<file path="src/rtl/alu_md_unit.sv">
// Execute-stage ALU for the RV32I pipeline with an optional iterative
// M-extension multiply/divide engine (one shift-add / restoring step per cycle).
module alu_md_unit #(
  parameter int unsigned XLEN     = 32,
  parameter bit          ENABLE_M = 1'b1
) (
  input  logic            clk,
  input  logic            reset_n,
  input  logic            valid_i,
  input  logic            flush_i,
  input  logic [1:0]      ALUOp,
  input  logic            opb5,
  input  logic [2:0]      funct3,
  input  logic [6:0]      funct7,
  input  logic [XLEN-1:0] srca,
  input  logic [XLEN-1:0] srcb,
  output logic [XLEN-1:0] result_o,
  output logic            zero_o,
  output logic            result_valid_o,
  output logic            stall_o,
  output logic            illegal_o
);

  localparam int unsigned SW = $clog2(XLEN);
  localparam logic [XLEN-1:0] MIN_NEG = {1'b1, {(XLEN-1){1'b0}}};

  typedef enum logic [3:0] {
    A_ADD, A_SUB, A_SLL, A_SLT, A_SLTU, A_XOR, A_SRL, A_SRA, A_OR, A_AND
  } alu_op_t;

  typedef enum logic [1:0] {S_IDLE, S_BUSY, S_DONE} state_t;

  alu_op_t         op;
  logic            illegal_dec, mtype, mop, vld;
  logic [SW-1:0]   shamt;
  logic [XLEN-1:0] alu_res;

  // ---------------- decode ----------------
  always_comb begin
    op          = A_ADD;
    illegal_dec = 1'b0;
    mtype       = 1'b0;
    case (ALUOp)
      2'b00: op = A_ADD;
      2'b01: begin
        case (funct3)
          3'b000, 3'b001: op = A_SUB;
          3'b100, 3'b101: op = A_SLT;
          3'b110, 3'b111: op = A_SLTU;
          default:        illegal_dec = 1'b1;
        endcase
      end
      2'b10: begin
        if (opb5 && funct7 == 7'b0000001) begin
          mtype = 1'b1;
        end else begin
          case (funct3)
            3'b000:  op = (opb5 && funct7[5]) ? A_SUB : A_ADD;
            3'b001:  op = A_SLL;
            3'b010:  op = A_SLT;
            3'b011:  op = A_SLTU;
            3'b100:  op = A_XOR;
            3'b101:  op = funct7[5] ? A_SRA : A_SRL;
            3'b110:  op = A_OR;
            default: op = A_AND;
          endcase
        end
      end
      default: illegal_dec = 1'b1;
    endcase
  end

  // Reset also masks the inputs so all outputs show reset values while held.
  assign vld       = valid_i & reset_n;
  assign mop       = mtype & ENABLE_M;
  assign illegal_o = vld & (illegal_dec | (mtype & ~ENABLE_M));
  assign shamt     = srcb[SW-1:0];

  always_comb begin
    alu_res = '0;
    case (op)
      A_ADD:  alu_res = srca + srcb;
      A_SUB:  alu_res = srca - srcb;
      A_SLL:  alu_res = srca << shamt;
      A_SLT:  alu_res = {{(XLEN-1){1'b0}}, $signed(srca) < $signed(srcb)};
      A_SLTU: alu_res = {{(XLEN-1){1'b0}}, srca < srcb};
      A_XOR:  alu_res = srca ^ srcb;
      A_SRL:  alu_res = srca >> shamt;
      A_SRA:  alu_res = $signed(srca) >>> shamt;
      A_OR:   alu_res = srca | srcb;
      A_AND:  alu_res = srca & srcb;
      default: alu_res = '0;
    endcase
  end

  // ---------------- M-extension operand preparation ----------------
  logic            sgn_a, sgn_b, neg_a, neg_b, div0, ovf;
  logic [XLEN-1:0] mag_a, mag_b, spec_res;

  always_comb begin
    sgn_a    = funct3[2] ? ~funct3[0] : (funct3[1:0] != 2'b11);
    sgn_b    = funct3[2] ? ~funct3[0] : ~funct3[1];
    neg_a    = sgn_a & srca[XLEN-1];
    neg_b    = sgn_b & srcb[XLEN-1];
    mag_a    = neg_a ? -srca : srca;
    mag_b    = neg_b ? -srcb : srcb;
    div0     = funct3[2] & (srcb == '0);
    ovf      = funct3[2] & ~funct3[0] & (srca == MIN_NEG) & (srcb == '1);
    if (funct3[1]) spec_res = div0 ? srca : '0;
    else           spec_res = div0 ? '1 : srca;
  end

  // ---------------- datapath state ----------------
  state_t            state_q, state_d;
  logic [SW-1:0]     cnt_q, cnt_d;
  logic [2*XLEN-1:0] acc_q, acc_d;
  logic [XLEN-1:0]   opnd_q, opnd_d, res_q, res_d;
  logic [2:0]        f3_q, f3_d;
  logic              neg_q, neg_d, nrem_q, nrem_d;

  // acc holds {partial product hi, multiplier} or {remainder, quotient}
  logic [XLEN:0]     mul_sum, div_rsh, div_diff;
  logic [2*XLEN-1:0] step, fin_p;
  logic [XLEN-1:0]   q_fin, r_fin, fin_res;

  always_comb begin
    mul_sum  = {1'b0, acc_q[2*XLEN-1:XLEN]} + (acc_q[0] ? {1'b0, opnd_q} : '0);
    div_rsh  = {acc_q[2*XLEN-1:XLEN], acc_q[XLEN-1]};
    div_diff = div_rsh - {1'b0, opnd_q};
    if (!f3_q[2])             step = {mul_sum, acc_q[XLEN-1:1]};
    else if (!div_diff[XLEN]) step = {div_diff[XLEN-1:0], acc_q[XLEN-2:0], 1'b1};
    else                      step = {div_rsh[XLEN-1:0], acc_q[XLEN-2:0], 1'b0};
    fin_p = neg_q ? -step : step;
    q_fin = neg_q ? -step[XLEN-1:0] : step[XLEN-1:0];
    r_fin = nrem_q ? -step[2*XLEN-1:XLEN] : step[2*XLEN-1:XLEN];
    if (f3_q[2])                fin_res = f3_q[1] ? r_fin : q_fin;
    else if (f3_q[1:0] == 2'b00) fin_res = fin_p[XLEN-1:0];
    else                        fin_res = fin_p[2*XLEN-1:XLEN];
  end

  always_ff @(posedge clk or negedge reset_n) begin
    if (!reset_n) begin
      state_q <= S_IDLE;
      cnt_q   <= '0;
      acc_q   <= '0;
      opnd_q  <= '0;
      res_q   <= '0;
      f3_q    <= '0;
      neg_q   <= 1'b0;
      nrem_q  <= 1'b0;
    end else begin
      state_q <= state_d;
      cnt_q   <= cnt_d;
      acc_q   <= acc_d;
      opnd_q  <= opnd_d;
      res_q   <= res_d;
      f3_q    <= f3_d;
      neg_q   <= neg_d;
      nrem_q  <= nrem_d;
    end
  end

  always_comb begin
    state_d        = state_q;
    cnt_d          = cnt_q;
    acc_d          = acc_q;
    opnd_d         = opnd_q;
    res_d          = res_q;
    f3_d           = f3_q;
    neg_d          = neg_q;
    nrem_d         = nrem_q;
    stall_o        = 1'b0;
    result_valid_o = 1'b0;
    result_o       = '0;
    case (state_q)
      S_IDLE: begin
        if (vld && mop && !flush_i) begin
          stall_o = 1'b1;
          f3_d    = funct3;
          neg_d   = neg_a ^ neg_b;
          nrem_d  = neg_a;
          if (div0 || ovf) begin
            res_d   = spec_res;
            state_d = S_DONE;
          end else begin
            acc_d   = {{XLEN{1'b0}}, funct3[2] ? mag_a : mag_b};
            opnd_d  = funct3[2] ? mag_b : mag_a;
            cnt_d   = SW'(XLEN - 1);
            state_d = S_BUSY;
          end
        end else if (vld && !illegal_o && !mtype) begin
          result_o       = alu_res;
          result_valid_o = ~flush_i;
        end
      end
      S_BUSY: begin
        if (flush_i) begin
          state_d = S_IDLE;
        end else begin
          stall_o = 1'b1;
          acc_d   = step;
          if (cnt_q == '0) begin
            res_d   = fin_res;
            state_d = S_DONE;
          end else begin
            cnt_d = cnt_q - 1'b1;
          end
        end
      end
      S_DONE: begin
        state_d = S_IDLE;
        if (!flush_i) begin
          result_o       = res_q;
          result_valid_o = vld;
        end
      end
      default: state_d = S_IDLE;
    endcase
  end

  assign zero_o = (result_o == '0);

endmodule

</file>
<file path="config.mk">
export PLATFORM = sky130hd
export DESIGN_NAME = alu_md_unit
export DESIGN_NICKNAME = d
export VERILOG_FILES = /design/src/rtl/alu_md_unit.sv
export SDC_FILE = /design/constraint.sdc
export NUM_CORES = 1
export LEC_CHECK = 0
export ABC_AREA = 1
export BUFFER_PORTS_ARGS = -buffer_cell sky130_fd_sc_hd__clkbuf_2
export CAP_MARGIN = 5
export CORE_ASPECT_RATIO = 1.2
export CORE_UTILIZATION = 60
export CTS_CLUSTER_SIZE = 25
export DETAILED_ROUTE_END_ITERATION = 12
export GPL_TIMING_DRIVEN = 1
export PLACE_DENSITY = 0.85
export SYNTH_ARGS = -nofsm -noshare
export SYNTH_HDL_FRONTEND = slang
export SYNTH_SLANG_ARGS = --single-unit
</file>
<file path="constraint.sdc">
create_clock -name clk -period 7.4 [get_ports clk]
set_input_delay 1.48 -clock clk [delete_from_list [all_inputs] [get_ports clk]]
set_output_delay 1.48 -clock clk [all_outputs]
set_load 0.05 [all_outputs]
</file>
==> results by group, run 1 <==
Run status
  – Outcome: stopped before the end
  – Stop stage: global routing (5_1_grt)
  – Stop Error: [ERROR GRT-0116] Global routing finished with congestion. Check the congestion regions in the DRC Viewer.

Synth
  – Count of flip-flops with a built-in enable after synthesis: 0
  – Most instantiated library cell after synthesis: nand2_1
  – Dominant cell type by area after synthesis: nand2_1
  – Cells after Synth: 5088
  – Main synth FF type: dfrtp_1
  – Syn nets: 5347
  – Synth warn: 0
  – Ys async rst share: 100%
  – Post-synth top area share: 19.7%
  – Number of distinct library cells after synthesis: 66
  – Seq/Total Area, Yosys: 12.5%
  – Synth area leaders: nand2_1 20%, dfrtp_1 13%, o21ai_0 9.8%, inv_1 8.5%, ha_1 7.8%
  – Synth Area per Inst: 5.49 um2
  – Synth top cells by count: 1466 x nand2_1, 630 x inv_1, 546 x o21ai_0
  – Synthesized area: 27900 um2
  – Synthesis-stage register bit count: 140

Die
  – DIE WIDTH: 199 um
  – FP Rows: 86
  – Starting Density: 60.8%
  – IO Pins: 117
  – Die H: 238 um

Clock tree
  – Longest Clk Path Bufs: 2
  – Clock sink count: 140
  – Post-CTS Hold Fix Bufs: 0
  – Post_cts resized: 0
  – Htree depth: 4
  – Root Buffer Master: clkbuf_16
  – Total CTS buffers: 17
  – Post-CTS setup buffer count: 0

Placed design
  – PortBufs: 116
  – Final GP Congestion: 1.24
  – HPWL after DPL: 113000 um

GRT
  – Vias in the first global route: 37700
  – First-pass GRT wire length: 251000 um
  – Total GRT Usage: 70.4%
  – Total grt overflow: 121
  – Largest net degree at the start of global routing: 66
[logic make-up after synthesis]
logic type / count (synthesis) / share of synthesized area (%)
compound gates: 1156 / 23.1
buf+inv: 884 / 12.3
mux: 14 / 0.502
fa+ha+maj: 178 / 8.08
simple gates: 2586 / 39.4
flops: 140 / 12.5
xor+xnor: 130 / 4.08
[routing by layer]
layer | overflow | global-route usage [%]
met5 | 0 | 6.24
met4 | 50 | 67.1
met3 | 4 | 48.2
met2 | 64 | 90.5
met1 | 3 | 74.2
[through the flow]
stage	cells	worst slack, ns	instance area (um2)	util (%)	hold WS, ns
3_3_place_gp	5672	0.306	29400	64.0	0.465
3_5_place_dp	5672	0.371	29400	64.0	0.465
2_1_floorplan	5088	0.384	27900	-	0.449
4_1_cts	5704	0.362	30000	65.3	0.488
==> run 2, diff against run 1 <==
--- a/config.mk
+++ b/config.mk
@@ -8,12 +8,10 @@
 export ABC_AREA = 1
 export BUFFER_PORTS_ARGS = -buffer_cell sky130_fd_sc_hd__clkbuf_2
 export CAP_MARGIN = 5
-export CORE_ASPECT_RATIO = 1.2
-export CORE_UTILIZATION = 60
-export CTS_CLUSTER_SIZE = 25
+export CORE_UTILIZATION = 40
 export DETAILED_ROUTE_END_ITERATION = 12
 export GPL_TIMING_DRIVEN = 1
-export PLACE_DENSITY = 0.85
+export PLACE_DENSITY_LB_ADDON = 0.15
 export SYNTH_ARGS = -nofsm -noshare
 export SYNTH_HDL_FRONTEND = slang
 export SYNTH_SLANG_ARGS = --single-unit
==> run 2 against run 1 <==
The run now ends clean. Synthesized cell count stayed put. Area after synthesis stayed put.
==> results by group, run 2 <==
Run status
  – Outcome: finished, final reports clean

GRT
  – Largest net degree at the start of global routing: 70
  – Initial antenna violation count: 6
  – Total GRT Usage: 44.7%
  – Total grt overflow: 0
  – Vias in the first global route: 34000
  – First-pass GRT wire length: 231000 um

Drt
  – Vias post-DR: 35500
  – Vias per std cell: 5.85
  – Antenna-violating nets left: 0
  – Routed wire length: 162000 um
  – Iteration-0 DRC Markers: 4015
  – Met2 WL post-DR: 72100 um
  – Number of remaining DRC errors: 0
  – M1 WL: 60500 um
  – Met3 routed WL: 11900 um
  – DR WL/cell: 26.7 um
  – Iteration count of the initial detailed-routing pass: 6
  – Top sig layer: met4

STA
  – Clock Skew: 0.0277 ns
  – Rel. slew slack: 19.5%
  – Min Tclk post-route: 7.34 ns
  – TNS Setup: 0 ns
  – RSZ-0062 raised after global routing: no
  – Final hold slack: 0.491 ns
  – Worst Tran Pin Value: 1.20 ns
  – Pins Over Slew Limit: 0
  – Setup violators final: 0
  – Fmax: 136 MHz
  – Final hold viol count: 0
  – Final period utilization: 99.2%

Synth
  – Synth top cells by count: 1466 x nand2_1, 630 x inv_1, 546 x o21ai_0
  – Count of flip-flops with a built-in enable after synthesis: 0
  – Synthesized area: 27900 um2
  – Syn nets: 5347
  – Synth area leaders: nand2_1 20%, dfrtp_1 13%, o21ai_0 9.8%, inv_1 8.5%, ha_1 7.8%
  – Cells after Synth: 5088
  – Post-synth top area share: 19.7%
  – Synth Area per Inst: 5.49 um2
  – Seq/Total Area, Yosys: 12.5%
  – Synthesis-stage register bit count: 140
  – Most instantiated library cell after synthesis: nand2_1
  – Dominant cell type by area after synthesis: nand2_1
  – Number of distinct library cells after synthesis: 66
  – Main synth FF type: dfrtp_1
  – Ys async rst share: 100%
  – Synth warn: 0

Clock tree
  – Longest Clk Path Bufs: 2
  – Clock latency at the later pin of the worst-skew pair: 0.47 ns
  – Htree depth: 4
  – CTS tree: done
  – Total CTS buffers: 17
  – Clock Pin Slew Worst Setup and Hold Paths: 0.07 ns
  – Post-CTS Hold Fix Bufs: 0
  – Post-CTS setup buffer count: 0
  – Clock sink count: 140
  – Root Buffer Master: clkbuf_16
  – Post_cts resized: 0

Placed design
  – Dpl cell area: 30100 um2
  – Final GP Congestion: 1.11
  – PortBufs: 116
  – HPWL after DPL: 132000 um
  – Placed cell count: 6021

Die
  – Placeable Area: 68800 um2
  – IO Pins: 117
  – Starting Density: 40.6%
  – FP Rows: 96
  – DIE AREA: 70900 um2
  – Die H: 266 um
  – DIE WIDTH: 266 um

Critical path
  – Slowest stage cell, crit path: ha_1
  – Crit Path Class: input port to primary output
  – Critical Path End Type: primary output
  – Critical-path maximum fanout: 8
  – Crit-path most repeated cell: nand2_1
  – Critical Path AT: 5.86 ns
  – Crit-path max cell delay: 0.56 ns
  – Startpoint Class: input port
  – CP required: 5.92 ns
  – CP cell instances: clkbuf_2 -> inv_1 -> ha_1 -> inv_1 -> a21oi_1 -> o21ai_0 -> nand2_1 -> nand2_1 -> a221oi_1 -> nand2_1 -> inv_1 -> nand2_1 -> nand4_1 -> nand4_1 -> nand2_1 -> nand2_1 -> nor2_1 -> nand2_1 -> nor2_1 -> nand2_1 -> nor2_1 -> clkbuf_2

Pwr
  – Net switching power: 4.03 mW
  – Internal Dissipation: 2.89 mW
  – Net Sw Frac: 58.3%
  – Power density over the cells: 225 nW/um2
  – Total power: 6.92 mW
  – Comb power frac: 70.5%
  – Clk pwr share: 14.4%
  – Lkg Pwr: 15.5 nW
  – Sequential power share: 15.1%
  – Worst VDD drop: 0.133 mV

Final layout
  – Largest Register: acc_q
  – Layout Cells excl Fill: 6058
  – Largest regs: acc_q (64), opnd_q (32), res_q (32)
  – Final nets: 5368
  – Cell area after layout: 30700 um2
  – Share of post-route cells with drive strength above 1: 8.82%
  – Max FFs per register: 64
  – Most frequent cells in the layout: 1464 x nand2_1, 630 x inv_1, 546 x o21ai_0
  – Area growth syn-to-layout: 10.1%
  – Most common cell after layout, fill and taps aside: nand2_1

Worst hold path
  – Hold/Removal Path Class: flip-flop to flip-flop

Run
  – Max cap viols: 0
## run 2: cell counts after synthesis
No cell type changed its count.
## run 2: path summary, 6_finish.rpt
path                                start        end  slack [ns]  cells after the start
worst max-delay path             srca[17]     zero_o        0.06                     22
worst min-delay path            res_q[24]  res_q[24]        0.49                      2
worst max register to register  acc_q[31]  res_q[18]        0.79                     37
worst min register to register  res_q[24]  res_q[24]        0.49                      2
max in group asynchronous         reset_n  acc_q[48]        4.52                      3
min in group asynchronous         reset_n  acc_q[39]        0.93                      1
## run 2: power by group through the flow
stage | combinational (mW) | clock (mW) | sequential [mW]
after detailed placement | 4.71 | 0 | 1.05
after global placement | 4.71 | 0 | 1.05
after CTS | 4.74 | 1.01 | 1.04
final | 4.88 | 0.998 | 1.05
after floorplan | 3.25 | 0 | 0.994
after global routing | 5.27 | 1.03 | 1.06
## run 2: per-layer routing
| layer | vias up | global-route usage [%] |
|---|---|---|
| met5 | - | 0 |
| met4 | 0 | 40.0 |
| met3 | 497 | 6.52 |
| met2 | 1811 | 72.8 |
| met1 | 16500 | 50.9 |
| li1 | 16600 | - |
## run 2: area by class of cell
class	instances	area, um2
timing repair buffer	225	1920
clock buffer	18	439
sequential	140	3510
tap	931	1160
inverter	661	2480
fill	7795	38100
clock inverter	14	203
multi-input combinational	4064	21000
antenna	5	12.5
## run 2: cell families (layout without fill, tap and decap cells)
kind of cell	count (synthesis)	count (layout)	synth area share [%]
and+or+nand+nor	2586	2586	39.4
adders and majority gates	178	178	8.08
xor gates and xnor gates	130	130	4.08
muxes	14	14	0.502
AOI/OAI and AO/OA	1156	1156	23.1
DFF	140	140	12.5
other	0	5	0
buffers and inverters	884	918	12.3
## run 2: critical path: cells and delay by family
kind	cells	cell delay (ns)
compound gates	3	0.76
fa+ha+maj	1	0.56
buf+inv	5	1.36
simple gates	13	1.67
## run 2: through the flow
| step | setup slack, ns | util [%] |
|---|---|---|
| global route | 0.0391 | 44.7 |
| detailed placement | 0.271 | 43.7 |
| CTS | 0.256 | 44.7 |
| finish | 0.0582 | 44.7 |
| floorplan | 0.384 | - |
| global placement | 0.202 | 43.7 |
Note: power is estimated with default switching activity, not from simulation.
